File: src/rtl/w_clk_module.sv
// rtl/w_clk_module.sv - write-clock side of an async FIFO: Gray write pointer, r_ptr sync, full/almost-full/overflow flags.
// Optional occupancy output w_level is enabled by defining W_LEVEL_EN.
module w_clk_module #(
    parameter int ADDRESS_SIZE = 4
) (
    input  logic                    w_clk,
    input  logic                    wrst_n,
    input  logic                    w_en,
    input  logic [ADDRESS_SIZE:0]   r_ptr,
    output logic [ADDRESS_SIZE:0]   w_ptr,
    output logic [ADDRESS_SIZE-1:0] w_addr,
    output logic                    w_inc,
    output logic                    w_full,
    output logic                    w_almost_full,
    output logic                    w_overflow,
    output logic [ADDRESS_SIZE:0]   w_level
);

    localparam int PW  = ADDRESS_SIZE + 1;
    localparam int MSB = ADDRESS_SIZE;
    localparam logic [PW-1:0] DEPTH_M1 = PW'((2 ** ADDRESS_SIZE) - 1);

    logic [PW-1:0] w_bin;
    logic [PW-1:0] w_bnext;
    logic [PW-1:0] w_gnext;
    logic [PW-1:0] wq1_rptr;
    logic [PW-1:0] wq2_rptr;
    logic [PW-1:0] rq2_bin;
    logic          full_next;
    logic          almost_full_next;

    function automatic logic [PW-1:0] gray2bin(input logic [PW-1:0] g);
        logic [PW-1:0] b;
        b[MSB] = g[MSB];
        for (int i = MSB - 1; i >= 0; i--) begin
            b[i] = b[i+1] ^ g[i];
        end
        return b;
    endfunction

    // Gated by reset so a write in flight while reset is asserted never reaches memory.
    assign w_inc   = w_en & ~w_full & wrst_n;
    assign w_addr  = w_bin[ADDRESS_SIZE-1:0];
    assign w_bnext = w_bin + PW'(w_inc);
    assign w_gnext = w_bnext ^ (w_bnext >> 1);
    assign rq2_bin = gray2bin(wq2_rptr);

    // Full when the write pointer is exactly one lap ahead of the synchronized read pointer.
    assign full_next = (w_gnext == {~wq2_rptr[MSB:MSB-1], wq2_rptr[MSB-2:0]});

`ifdef W_LEVEL_EN
    logic [PW-1:0] occ_next;

    assign occ_next         = w_bnext - rq2_bin;
    assign almost_full_next = (occ_next >= DEPTH_M1);

    always_ff @(posedge w_clk or negedge wrst_n) begin
        if (!wrst_n) begin
            w_level <= '0;
        end else begin
            w_level <= occ_next;
        end
    end
`else
    // Occupancy never exceeds DEPTH, so ">= DEPTH-1" is "exactly DEPTH-1, or full".
    assign almost_full_next = full_next | (w_bnext == (rq2_bin + DEPTH_M1));
    assign w_level          = '0;
`endif

    always_ff @(posedge w_clk or negedge wrst_n) begin
        if (!wrst_n) begin
            wq1_rptr <= '0;
            wq2_rptr <= '0;
        end else begin
            wq1_rptr <= r_ptr;
            wq2_rptr <= wq1_rptr;
        end
    end

    always_ff @(posedge w_clk or negedge wrst_n) begin
        if (!wrst_n) begin
            w_bin         <= '0;
            w_ptr         <= '0;
            w_full        <= 1'b0;
            w_almost_full <= 1'b0;
            w_overflow    <= 1'b0;
        end else begin
            w_bin         <= w_bnext;
            w_ptr         <= w_gnext;
            w_full        <= full_next;
            w_almost_full <= almost_full_next;
            if (w_en && w_full) begin
                w_overflow <= 1'b1;
            end
        end
    end

endmodule

File: config.mk
export PLATFORM = sky130hd
export DESIGN_NAME = w_clk_module
export DESIGN_NICKNAME = d
export VERILOG_FILES = /design/src/rtl/w_clk_module.sv
export SDC_FILE = /design/constraint.sdc
export NUM_CORES = 1
export LEC_CHECK = 0
export ABC_AREA = 1
export CAP_MARGIN = 20
export CORE_ASPECT_RATIO = 1.75
export CORE_MARGIN = 4
export CORE_UTILIZATION = 34
export DETAILED_ROUTE_END_ITERATION = 10
export PLACE_DENSITY_LB_ADDON = 0.25
export SLEW_MARGIN = 20
export SYNTH_ARGS = -nofsm -noshare
export SYNTH_HDL_FRONTEND = slang
export SYNTH_SLANG_ARGS = --single-unit
File: constraint.sdc
create_clock -name w_clk -period 2.8 [get_ports w_clk]
set_input_delay 0.7 -clock w_clk [delete_from_list [all_inputs] [get_ports w_clk]]
set_output_delay 0.7 -clock w_clk [all_outputs]
set_load 0.05 [all_outputs]
; After elaboration in Yosys (flattened, before gate mapping)
; Index checks and enable logic that the tools add are counted.
[totals]
memories = 0
romBits = 0
ramBits = 0
latch_bits = 0
register_bits = 23
output_inout_bits = 18
input_bits = 8
[classes]
reduce_logical = 1
n_shift = 0
addsub = 2
mul = 0
magnitude_cmp = 0
mux = 0
bitwise_logic = 10
n_eq_ne = 2
div_mod_pow = 0
[op_table]
columns = operator, count
row1 = == test 5 bit, 2
row2 = adder 5 x 1 -> 5 bit, 1
row3 = adder 5 x 4 -> 5 bit (second input constant), 1
row4 = bitwise XOR 5 x 4 -> 5 bit, 1
row5 = bitwise XOR 1 bit, 4
row6 = AND 1 bit, 2
row7 = inverter 2 bit, 1
row8 = logical AND 1 bit, 1
row9 = inverter 1 bit, 1
row10 = OR 1 bit, 1

; Depth between registers and ports, before layout
; Gate-level depths: netlist (run 1).
[logic_depth]
depth_word = 7
ltp_mapped = 14

; Worst setup path before layout (run 1)
; OpenSTA, ideal clock, no wires.
[synth_timing]
kind = input to register
startpoint = in wrst_n
endpoint = reg w_almost_full
required_time_ps = 2735
arrival_time_ps = 2759
path_stages = 12
n_path_buf = 0
setup_ps = 65
slack_ps = -24
cell_sequence = nand2_1 nor2_1 ha_1 ha_1 or2_1 nand2_1 nand2_1 nand2_1 nand3_1 nor2_1 nand3_1 nand2_1
[synth_via]
elab_chain_cells = 5
[synth_rtl]
columns = element, line
row1 = start: declaration, 7  ; input logic wrst_n,
row2 = AND 1 bit (*), 42  ; assign w_inc = w_en & ~w_full & wrst_n;
row3 = via w_inc, 12  ; output logic w_inc,
row4 = adder 5 x 1 -> 5 bit (*), 44  ; assign w_bnext = w_bin + PW'(w_inc);
row5 = via w_bnext[1], 24  ; logic [PW-1:0] w_bnext;
row6 = bitwise XOR 5 x 4 -> 5 bit, 45  ; assign w_gnext = w_bnext ^ (w_bnext >> 1);
row7 = == test 5 bit, 49  ; assign full_next = (w_gnext == {~wq2_rptr[MSB:MSB-1], wq2_rptr[MSB-2:0]});
row8 = OR 1 bit (*), 66  ; assign almost_full_next = full_next | (w_bnext == (rq2_bin + DEPTH_M1));
row9 = via almost_full_next, 30  ; logic almost_full_next;
row10 = end signal: assignment, 91  ; w_almost_full <= almost_full_next;
row11 = end: declaration, 14  ; output logic w_almost_full,
; Mark *: on every way through the listed nets, which the timed path passes. The rest lies on a longest branch.
; A chain may end at the register's enable or synchronous reset.

; Worst setup path in the final report (run 1)
[layout_timing]
startpoint = reg wq2_rptr[4]
endpoint = reg w_almost_full
[layout_via]
elab_chain_cells = 7
[layout_rtl]
columns = element, line
row1 = start: declaration, 27  ; logic [PW-1:0] wq2_rptr;
row2 = start signal: assignment, 76  ; wq2_rptr <= wq1_rptr;
row3 = bitwise XOR 1 bit (4 in a row), 36  ; b[i] = b[i+1] ^ g[i];
row4 = adder 5 x 4 -> 5 bit, 66
row5 = == test 5 bit, 66
row6 = OR 1 bit (*), 66
row7 = via almost_full_next, 30
; Marks and branches as above.

==> impl_metrics.tcl, run 1 <==
set metrics [dict create \
    ir_worst_vdd_mv 0.5643 \
    outcome "finished, final reports clean" \
    timing.critical_path.to_type "flip-flop" \
    die_area_mm2 0.004325 \
    rows 27 \
    grt_util_met3_pct 1.610 \
    antenna_left 0 \
    hold_path.startpoint "wq1_rptr[2]" \
    crit_required_ns 3.00 \
    start_util_pct 35.38 \
    track_usage_pct 11.41 \
    post_synth_design_cell_area_mm2 0.001124 \
    via_count_of_the_first_global_routing_pass 949 \
    drt_pre_antenna_iters 4 \
    worst_r2r_endpoint "w_almost_full" \
    post_synth_main_area_contributors "sky130_fd_sc_hd__dfrtp_1, sky130_fd_sc_hd__nand2_1, sky130_fd_sc_hd__nand3_1, sky130_fd_sc_hd__ha_1, sky130_fd_sc_hd__inv_1" \
    grt_busiest_layer "met2" \
    worstHoldPathCells 0 \
    setup_viol 0 \
    yosys_warnings 0 \
    drive_above_1_share_pct 12.18 \
    wire_per_inst_um 11.11 \
    fill_cell_instance_count_of_the_final_layout 329 \
    timing_worst_setup_path_type "flip-flop to flip-flop" \
    area.growth.synth_to_final_pct 28.28 \
    post_cts.resized_instances 0 \
    fp.coreArea_mm2 0.003176 \
    die_h_um 84.05 \
    final_core_occ_pct 45.39 \
    grt_first_pass_wirelength_um 3760 \
    tritoncts_num_sinks 22 \
    port-buffer-count 20 \
    postSynthCellCount 130 \
    worst-slew-pin-transition_ns 0.4984 \
    drt_iter0_drc 17 \
    timing_max_transition_violations_final 0 \
    power_leakage_nw 0.7567 \
    maxCapViolCount 0 \
    maximum_number_of_pins_on_one_net_before_global_route_repair 23 \
    slew-limit-headroom_pct 66.67 \
    ys_seq_elements 22 \
    multi_input_area_um2 481.7 \
    synth_top_area_cell "sky130_fd_sc_hd__dfrtp_1" \
    critical_path.cell_chain "xnor2_1, ha_1, inv_1, nand2_1, nand2_1, ha_1, nand3b_1, inv_1, nand2_1, nand3_1, nand2_1, nor2_1, nand3_1, nand2_1" \
    synth_cell_types 20 \
    instances_no_fill 199 \
    hold_buffers 0 \
    width_of_the_die_um 51.46 \
    dp.final_hpwl_um 1799 \
    grt_met1_usage_pct 10.17 \
    kind_of_start_point_of_the_critical_path "flip-flop" \
    max_freq_mhz 417.6 \
    hold_path_end "wq2_rptr[2]" \
    synthDominantCellAreaShare_pct 49.00 \
    grt_overflow 0 \
    hold_path.class "flip-flop to flip-flop" \
    reg2reg_from "wq2_rptr[4]" \
    finalWirelength_um 2211 \
    cts_tree "done" \
    globalplace.congestion 0.8226 \
    synth.yosys.seq_area_share_pct 49.00 \
    post-place-cells 195 \
    cts_buffer_depth 2 \
    worstSkewPairLatency_ns 0.26 \
    critical_path_arrival_ns 2.60 \
    worst_clock_skew_ns 0.001607 \
    timing.final.crit_period_ns 2.394 \
    post_cts_buffers 0 \
    grt_util_met2_pct 22.39 \
    antenna_found_initial 0 \
    numCtsBuffers 3 \
    detail_route.vias_per_cell 4.578 \
    setup.reg_to_reg.worst_slack_ns 0.41 \
    worstPathMaxFanout 4 \
    cts.reportedPaths.clkPinSlew_ns 0.07 \
    worst_stage_delay_on_the_critical_path_ns 0.44 \
    power.density_mw_per_mm2 1143 \
    ff2ff_path_depth 14 \
    cp_slowest_cell "sky130_fd_sc_hd__dfrtp_1" \
    drc 0 \
    nNetsFinal 170 \
    num_antenna_cells 0 \
    hold_viol 0 \
    avgSynthCellArea_um2 8.643 \
    finalSetupTns_ns 0 \
    ioPinCount 26 \
    reg_area_um2 550.5 \
    cts_htree_levels 1 \
    grt_setup_unrepaired "false" \
    clk_root_buffer_cell "sky130_fd_sc_hd__clkbuf_8" \
    fin_crit_sh_pct 85.51 \
    detailroute.via_count 911 \
    worst_path_most_repeated_cell "sky130_fd_sc_hd__nand2_1" \
]
[how the worst max path moves through the flow]
stage / start / endpoint / slack, ns / cells past startpoint
2_1_floorplan: wrst_n / w_almost_full / 0.25 / 12
3_3_place_gp: wrst_n / w_almost_full / 0.13 / 12
3_5_place_dp: wrst_n / w_almost_full / 0.12 / 14
4_1_cts: wq2_rptr[4] / w_almost_full / 0.38 / 14
5_1_grt: wq2_rptr[4] / w_almost_full / 0.22 / 14
6_report: wq2_rptr[4] / w_almost_full / 0.41 / 14
[cell usage after synthesis]
library cell,instances
sky130_fd_sc_hd__ha_1,5
sky130_fd_sc_hd__nand4_1,3
sky130_fd_sc_hd__nand3_2,1
sky130_fd_sc_hd__xor2_1,4
sky130_fd_sc_hd__inv_2,2
sky130_fd_sc_hd__nor2_1,3
sky130_fd_sc_hd__nand3b_1,1
sky130_fd_sc_hd__or2_1,1
sky130_fd_sc_hd__nand2_1,44
sky130_fd_sc_hd__buf_6,1
sky130_fd_sc_hd__dfrtp_1,22
sky130_fd_sc_hd__xnor2_1,2
sky130_fd_sc_hd__a21o_1,1
sky130_fd_sc_hd__nand2_4,1
sky130_fd_sc_hd__nand4_2,1
sky130_fd_sc_hd__conb_1,1
sky130_fd_sc_hd__nand2_2,4
sky130_fd_sc_hd__buf_4,5
sky130_fd_sc_hd__inv_1,14
sky130_fd_sc_hd__nand3_1,14
[cells by family after synthesis]
family	Yosys count	share of synthesized area, %
AND/OR/NAND/NOR	73	30.07
buffers and inverters	22	9.689
flip-flops	22	49.00
XOR/XNOR	6	4.677
adder cells (fa/ha/maj)	5	5.568
AO/OA/AOI/OAI	1	0.6684
other	1	0.3338
[final cells by class]
class                   count  area share, %
well taps                  43          3.733
multi-input cells          90          33.42
inverters                  16          4.167
repair buffers             24          16.67
clock buffers               4          3.819
flip-flops and latches     22          38.19
[flip-flops by register name (all words and copies together), names as in the netlist]
| signal | cells |
|---|---|
| wq2_rptr | 5 |
| w_bin | 5 |
| w_overflow | 1 |
| w_ptr | 4 |
| w_full | 1 |
| w_almost_full | 1 |
| wq1_rptr | 5 |
[routing by layer]
| metal | vias to the layer above | part of all wire (%) |
|---|---|---|
| met4 | 0 | 3.2 |
| met1 | 435 | 36 |
| met2 | 23 | 57 |
| li1 | 446 | - |
| met3 | 7 | 3.7 |
| met5 | - | 0 |
[through the flow]
| step | hold slack, ns | worst slack [ns] | cell area, um2 | total power, W |
|---|---|---|---|---|
| global route | 0.3698 | 0.2212 | 1441 | 0.001751 |
| detailed placement | 0.3370 | 0.1186 | 1386 | 0.001435 |
| CTS | 0.3558 | 0.3783 | 1441 | 0.001669 |
| global placement | 0.3331 | 0.1342 | 1386 | 0.001415 |
| finish | 0.3520 | 0.4056 | 1441 | 0.001648 |
| floorplan | 0.3312 | 0.2491 | 1141 | 0.001157 |
[layout by cell type, fill, tap and decap left out, drive strengths merged]
cell           netlist  final
clkdlybuf4s50        0     19
conb                 1      5
xnor2                2      2
nand2               49     49
nor2                 3      3
clkbuf               0      4
xor2                 4      4
nand3b               1      1
ha                   5      5
buf                  6      5
or2                  1      1
nand4                4      4
inv                 16     16
dfrtp               22     22
a21o                 1      1
nand3               15     15
[power by group]
group	internal [W]	switching [W]	leakage, nW
Sequential	0.000406	0.0000742	0.266
Clock	0.000125	0.000100	0.0288
Combinational	0.000316	0.000626	0.462
Total	0.000847	0.000800	0.757
[critical path, delay by kind of cell, from the launching register on]
family | cells | cell delay, ns
XOR/XNOR | 1 | 0.36
AND/OR/NAND/NOR | 9 | 0.76
flip-flops | 1 | 0.44
buffers and inverters | 2 | 0.20
adder cells (fa/ha/maj) | 2 | 0.57
Note: power is estimated with default switching activity, not from simulation.
==> inputs of run 2 (changes only) <==
--- a/config.mk
+++ b/config.mk
@@ -11,6 +11,7 @@
 export CORE_MARGIN = 4
 export CORE_UTILIZATION = 34
 export DETAILED_ROUTE_END_ITERATION = 10
+export GPL_ROUTABILITY_DRIVEN = 0
 export PLACE_DENSITY_LB_ADDON = 0.25
 export SLEW_MARGIN = 20
 export SYNTH_ARGS = -nofsm -noshare
==> results of run 2 <==
No change in the layout: final DEF, timing and power equal those of run 1.
